File: src/rtl/ssd_scan_ctrl.sv
// ssd_scan_ctrl: time-multiplexed scan scheduler for a 4-digit seven-segment display
// Ports: clk, rst (async active-high), en (scan enable), load_req/load_data (new 16-bit value),
//        bcd_out (active digit code to decoder), ssd_ctl (active-low digit enables),
//        frame_done (pulse on digit3->digit0 wrap), upd_ack (pulse when pending value is displayed).
// Optional build macro SSD_LZ_BLANK_EN enables leading-zero suppression.
module ssd_scan_ctrl #(
    parameter int SCAN_DIV = 50000,
    parameter int DEAD_CYC = 4,
    parameter int CNT_W    = 16
) (
    input  logic        clk,
    input  logic        rst,
    input  logic        en,
    input  logic        load_req,
    input  logic [15:0] load_data,
    output logic [3:0]  bcd_out,
    output logic [3:0]  ssd_ctl,
    output logic        frame_done,
    output logic        upd_ack
);
    typedef enum logic [1:0] {IDLE, BLANK, SHOW} state_t;
    localparam logic [CNT_W-1:0] BLANK_LAST = CNT_W'(DEAD_CYC - 1);
    localparam logic [CNT_W-1:0] SHOW_LAST  = CNT_W'(SCAN_DIV - 1);
    state_t           state, state_nx;
    logic [CNT_W-1:0] cnt, cnt_nx;
    logic [1:0]       idx, idx_nx;
    logic [15:0]      pending, shadow, shadow_nx;
    logic             pend_vld, start, wrap, lz;

    always_ff @(posedge clk or posedge rst) begin
        if (rst) begin
            state      <= IDLE;
            cnt        <= '0;
            idx        <= 2'd0;
            pending    <= 16'h0;
            shadow     <= 16'h0;
            pend_vld   <= 1'b0;
            bcd_out    <= 4'h0;
            frame_done <= 1'b0;
            upd_ack    <= 1'b0;
        end else begin
            state      <= state_nx;
            cnt        <= cnt_nx;
            idx        <= idx_nx;
            shadow     <= shadow_nx;
            frame_done <= wrap;
            upd_ack    <= start && (load_req || pend_vld);
            if (load_req && !start) begin
                pending  <= load_data;
                pend_vld <= 1'b1;
            end else if (start) begin
                pend_vld <= 1'b0;
            end
            // the code is latched only when entering BLANK so the decoder settles while dark
            if (state_nx == BLANK && state != BLANK)
                bcd_out <= shadow_nx[{idx_nx, 2'b00} +: 4];
        end
    end

    always_comb begin
        state_nx = state;
        cnt_nx   = cnt + CNT_W'(1);
        idx_nx   = idx;
        start    = 1'b0;
        wrap     = 1'b0;
        if (state == IDLE) begin
            cnt_nx = '0;
            idx_nx = 2'd0;
            if (en) begin
                state_nx = BLANK;
                start    = 1'b1;
            end
        end else if (!en) begin
            state_nx = IDLE;
            cnt_nx   = '0;
            idx_nx   = 2'd0;
        end else if (state == BLANK && cnt == BLANK_LAST) begin
            state_nx = SHOW;
            cnt_nx   = '0;
        end else if (state == SHOW && cnt == SHOW_LAST) begin
            state_nx = BLANK;
            cnt_nx   = '0;
            idx_nx   = idx + 2'd1;
            wrap     = idx == 2'd3;
            start    = idx == 2'd3;
        end
        // a load on the frame-start cycle bypasses the pending register
        shadow_nx = !start ? shadow : load_req ? load_data : pend_vld ? pending : shadow;
    end

    always_comb begin
`ifdef SSD_LZ_BLANK_EN
        lz = idx != 2'd0 && (shadow >> {idx, 2'b00}) == 16'h0;
`else
        lz = 1'b0;
`endif
        ssd_ctl = (state == SHOW && !lz) ? ~(4'b0001 << idx) : 4'b1111;
    end
endmodule

File: config.mk
export PLATFORM = sky130hd
export DESIGN_NAME = ssd_scan_ctrl
export DESIGN_NICKNAME = d
export VERILOG_FILES = /design/src/rtl/ssd_scan_ctrl.sv
export SDC_FILE = /design/constraint.sdc
export NUM_CORES = 1
export LEC_CHECK = 0
export ABC_AREA = 1
export CAP_MARGIN = 20
export CORE_ASPECT_RATIO = 1.2
export CORE_MARGIN = 4
export CORE_UTILIZATION = 52
export CTS_CLUSTER_SIZE = 10
export DETAILED_ROUTE_END_ITERATION = 10
export GPL_ROUTABILITY_DRIVEN = 0
export GPL_TIMING_DRIVEN = 0
export MAX_ROUTING_LAYER = met4
export PLACE_DENSITY = 0.74
export SYNTH_ARGS = -nofsm -noshare
export SYNTH_HDL_FRONTEND = slang
export SYNTH_SLANG_ARGS = --single-unit
File: constraint.sdc
create_clock -name clk -period 2.1 [get_ports clk]
set_input_delay 0.63 -clock clk [delete_from_list [all_inputs] [get_ports clk]]
set_output_delay 0.63 -clock clk [all_outputs]
set_load 0.01 [all_outputs]
### Word level (Yosys, flattened, before mapping)

Index checks and enable logic that the tools add are counted.
Widths: inputs -> output; s select.

* register bits: 59
* bits of input ports: 20
* output and inout bits: 10
* logic and storage cells: 55

* add/sub/neg operators: 2
* eq/ne operators: 7
* shifts and indexed selects: 2
* muxes and demuxes: 25
* bitwise logic cells: 1
* reduce and logical (&&, ||, !) cells: 9

Operators with widths (number)
* $mux 16: 7
* $mux 2: 9
* $add 16x1->16 const B: 1
* $eq 16x16->1 const B: 1
* $eq 16x2->1 const B: 1
* $shiftx 16x5->4: 1
* $mux 1: 8
* $logic_and 1x1->1: 5
* $eq 2x1->1 const B: 2
* $eq 2x2->1 const B: 2
* $mux 4: 1
* $not 4->4: 1
* $shl 1x2->4 const A: 1
* $add 2x1->2 const B: 1
* $logic_not 2->1: 1
* $ne 2x1->1 const B: 1
* $reduce_bool 2->1: 1
* $logic_not 1->1: 1
* $logic_or 1x1->1: 1

### Logic depth before layout (Yosys ltp)

* depth in word-level cells: 9
* mapped depth: 14
* depth with buffers taken out: 13

### Least setup slack after synthesis

Ideal clock, no wire load.

* path kind: register to register
* start point: register cnt[0]
* end point: register pending[0]
* setup time: 0.125 ns
* data arrival time: 1.738 ns
* required time: 1.975 ns
* slack: 0.237 ns
* cell stages (with the launch flop): 10
* path buffers: 1
* clock period less this slack: 1.863 ns
* path through: dfrtp_1 ha_1 nand3_2 nor2_2 nand4_2 nand2_4 nand2_8 nand2_4 buf_6 mux2_2

* cells in the longest elaborated chain, start to end: 8
* elaborated cells on any way between the ends: 10
* classes of those cells: eq/ne (2); mux (4); reduce/logical (4)

Ends and longest elaborated chain
* from (decl): line 25 `logic [CNT_W-1:0] cnt, cnt_nx;`
* from (signal assigned): line 43 `cnt <= cnt_nx;`
* $eq 16x16->1: line 80 `end else if (state == SHOW && cnt == SHOW_LAST) begin`
* $logic_and 1x1->1: line 80
* $mux 1: line 80
* $mux 1 *: line 77 `end else if (state == BLANK && cnt == BLANK_LAST) begin`
* $mux 1 *: line 73 `end else if (!en) begin`
* $mux 1 *: line 66 `if (state == IDLE) begin`
* $logic_not 1->1 *
* $logic_and 1x1->1 *: line 48 `if (load_req && !start) begin`
* to (signal assigned): line 49 `pending <= load_data;`
* to (decl): line 27 `logic [15:0] pending, shadow, shadow_nx;`

Every way passes the cells marked *; elsewhere a longest branch is shown, timed or not.
A chain may end at the register's enable or synchronous reset.

### Final worst setup path

* start point: register cnt[0]
* end point: register pending[9]

Same word-level chain as after synthesis.

==> impl_metrics.yaml <==
sta:
  timing.final.crit_period_ps: 1985
  setup_viol: 0
  worst_slew_margin_rel_pct: 72.75
  fin_skew_ps: 8.895
  max_slew.worst_pin.slew_ps: 408.7
  timing_hold_violations_final: 0
  fmax_ghz: 0.5038
  final-max-slew-violation-count: 0
  grt_setup_unrepaired: "true"
  final_min_period_over_clock_period_pct: 94.51
power:
  combPwrFrac_pct: 17.8
  clkPwrFrac_pct: 33.7
  p_leak_nw: 1.735
  pwr_density_cell_nw_per_um2: 718.8
  ir_drop_uv: 422.2
  swShare_pct: 28.54
  seq_power_share_pct: 48.5
  internal-power_mw: 1.983
  switchingPower_mw: 0.7919
clock_network:
  cts.hold.buffers_added: 0
  clk-insertion-delay-late_ps: 340
  clk_pin_slew_ps: 70
  cts_tree: "done"
  clock_path_buffers: 2
  root_buffer: "sky130_fd_sc_hd__clkbuf_8"
  ctsHtreeMaxLevel: 3
  clkSinkCount: 59
  cts-buffers-inserted: 9
floorplan:
  fp.dieH_um: 93.66
  fp.coreArea_um2: 5781
  initial_core_util_pct: 55.00
  row_count: 30
  die_width_um: 79.38
  fp.dieArea_um2: 7434
  floorplan.io_pins: 30
placement:
  placed_cells_incl_taps: 492
  place.detailed.hpwl_um: 5080
  placedInstanceArea_um2: 3580
  port_buffers: 28
layout:
  area_delta_synth_final_pct: 21.41
  mostFrequentLayoutCells: "sky130_fd_sc_hd__nand2_1 (99), sky130_fd_sc_hd__dfrtp_1 (58), sky130_fd_sc_hd__nand3_1 (48), sky130_fd_sc_hd__nor2_1 (35), sky130_fd_sc_hd__inv_1 (27)"
  num-fill-cells: 498
  finalNetCount: 452
  antennaDiodeCount: 0
  layout_commonest_cell: "sky130_fd_sc_hd__nand2_1"
  drive_above_1_share_pct: 17.13
  final-instance-count-excl-fill: 512
  design_area_um2: 3860
worst_setup_path:
  worst-path-max-fanout: 10
  reg2regPathDepth: 9
  cp-end-kind: "flop"
  r2r_end: "pending[9]"
  worst-setup-path-type: "reg -> reg"
  rr_startpoint: "cnt[0]"
  critPathArrivalTime_ps: 2210
  crit_required_ps: 2320
  critical_path_source_type: "flop"
  timing.reg2reg.setup_slack_ps: 120
  setup.worst_path.start: "cnt[0]"
global_routing:
  grt_max_degree: 43
  wire_length_of_the_first_global_routing_pass_um: 11820
  first_global_vias: 2669
  antenna_found_initial: 0
  globalRouteTotalUtil_pct: 21.02
  grt_overflow: 0
min_path:
  min_from: "bcd_out[3]"
  min_to: "bcd_out[3]"
  whs_path_depth: 2
  hold_path.class: "reg -> reg"
yosys:
  netlist-cell-type-count: 35
  post_synth.cell_area_avg_um2: 8.301
  yosys_warnings: 0
  ys_seq_area_share_pct: 46.44
  number_of_flip_flops_and_latches_in_the_synthesized_netlist: 59
  postSynthNetCount: 408
  synthCells: 383
  syn_area_um2: 3179
route:
  detail_route.vias_per_cell: 5.256
  detail_route.iter0.violations: 166
  drt-total-wl_um: 6999
  routedWlPerCell_um: 13.67
  detail_route.first_pass.iterations: 4
  drtAntennaViolNets: 0
  route.detailed.drc: 0
  detailroute.via_count: 2691
run:
  maxCapViolCount: 0
status:
  run_status: "complete, no violations"
==> power by group through the flow <==
stage	registers, mW	logic (mW)	clock network, mW
2_1_floorplan	1.35	0.322	0
3_3_place_gp	1.36	0.468	0
3_5_place_dp	1.36	0.486	0
4_1_cts	1.34	0.490	0.954
5_1_grt	1.36	0.559	1.01
6_report	1.34	0.495	0.935
==> timing repair <==
item,in CTS,in global routing
endpoints found under the setup margin,18,26
setup buffers,3,1
pin swaps,1,1
gates resized for setup,11,19
==> Yosys cell counts (all sizes together) <==
library cell	count	area share (%)
a211oi	2	0.47
a21oi	3	0.47
a22oi	1	0.24
a31oi	17	3.3
and3	1	0.20
buf	4	1.2
clkbuf	8	1.3
clkinv	2	0.24
dfrtp	59	46
ha	5	2.0
inv	31	3.7
mux2	16	5.7
nand2	106	14
nand3	51	8.3
nand4	3	0.79
nor2	44	5.7
nor3	10	1.6
nor3b	2	0.47
nor4	4	0.79
o21a	1	0.24
o21ai	4	0.63
o21bai	1	0.24
xnor2	3	0.83
xor2	5	1.4
==> state kept, by name (all words and copies together), names as in the netlist <==
register    count
state           2
cnt            16
shadow         16
bcd_out         4
idx             2
pending        16
pend_vld        1
upd_ack         1
frame_done      1
==> final cells by class <==
type                            count  area (um^2)  area share (%)
Clock inverter                      4        25.02          0.6483
Inverter                           33        123.9           3.209
Buffer                             12        87.58           2.269
Clock buffer                       12        155.1           4.019
Timing Repair Buffer               33        325.3           8.428
Sequential cell                    59         1478           38.28
Tap cell                           80        100.1           2.593
Multi-Input combinational cell    279         1565           40.55
==> worst max-delay path by stage <==
stage / slack [ps] / depth (start not counted) / endpoint
after global placement: -1050 / 2 / idx[1]
after global routing: -10 / 11 / bcd_out[1]
after floorplan: 10 / 1 / bcd_out[0]
final: 120 / 9 / pending[9]
after CTS: 3 / 9 / pending[9]
after detailed placement: -390 / 10 / bcd_out[3]
==> layer usage <==
| layer | global-route usage, % | vias up | share of wire, % |
|---|---|---|---|
| met4 | 9.169 | 0 | 2.6 |
| met2 | 35.81 | 74 | 50 |
| met5 | - | - | 0 |
| met3 | 4.702 | 23 | 3.9 |
| li1 | - | 1354 | - |
| met1 | 23.66 | 1240 | 43 |
==> metrics by stage <==
stage	utilization [%]	worst slack [ps]	TNS [ps]	hold slack (ps)	total power, mW
5_1_grt	66.77	-12.98	-12.98	520.6	2.931
2_1_floorplan	-	13.66	0	425.1	1.670
4_1_cts	65.74	2.874	0	475.1	2.784
6_report	66.77	115.2	0	484.5	2.775
3_5_place_dp	61.93	-389.8	-2349	461.3	1.841
3_3_place_gp	61.58	-1051	-63380	446.8	1.825
==> worst max-delay path: stages, from the launching register on <==
cell and delay [ps]:
sky130_fd_sc_hd__dfrtp_1 410, sky130_fd_sc_hd__ha_4 190, sky130_fd_sc_hd__nand3_4 110, sky130_fd_sc_hd__nor2_4 150, sky130_fd_sc_hd__nand4_2 130, sky130_fd_sc_hd__nand2_4 160
sky130_fd_sc_hd__nand2_8 90, sky130_fd_sc_hd__nand2_4 130, sky130_fd_sc_hd__buf_8 150, sky130_fd_sc_hd__mux2_2 340
==> logic make-up after synthesis <==
group                    Yosys count  share of synthesized area (%)
AND/OR/NAND/NOR                  221                          31.72
AO/OA/AOI/OAI                     29                          5.628
flip-flops                        59                          46.44
multiplexers                      16                          5.667
XOR/XNOR                           8                          2.204
buffers and inverters             45                          6.375
adder cells (fa/ha/maj)            5                          1.968
No activity file was read; power rests on OpenSTA's default activity.
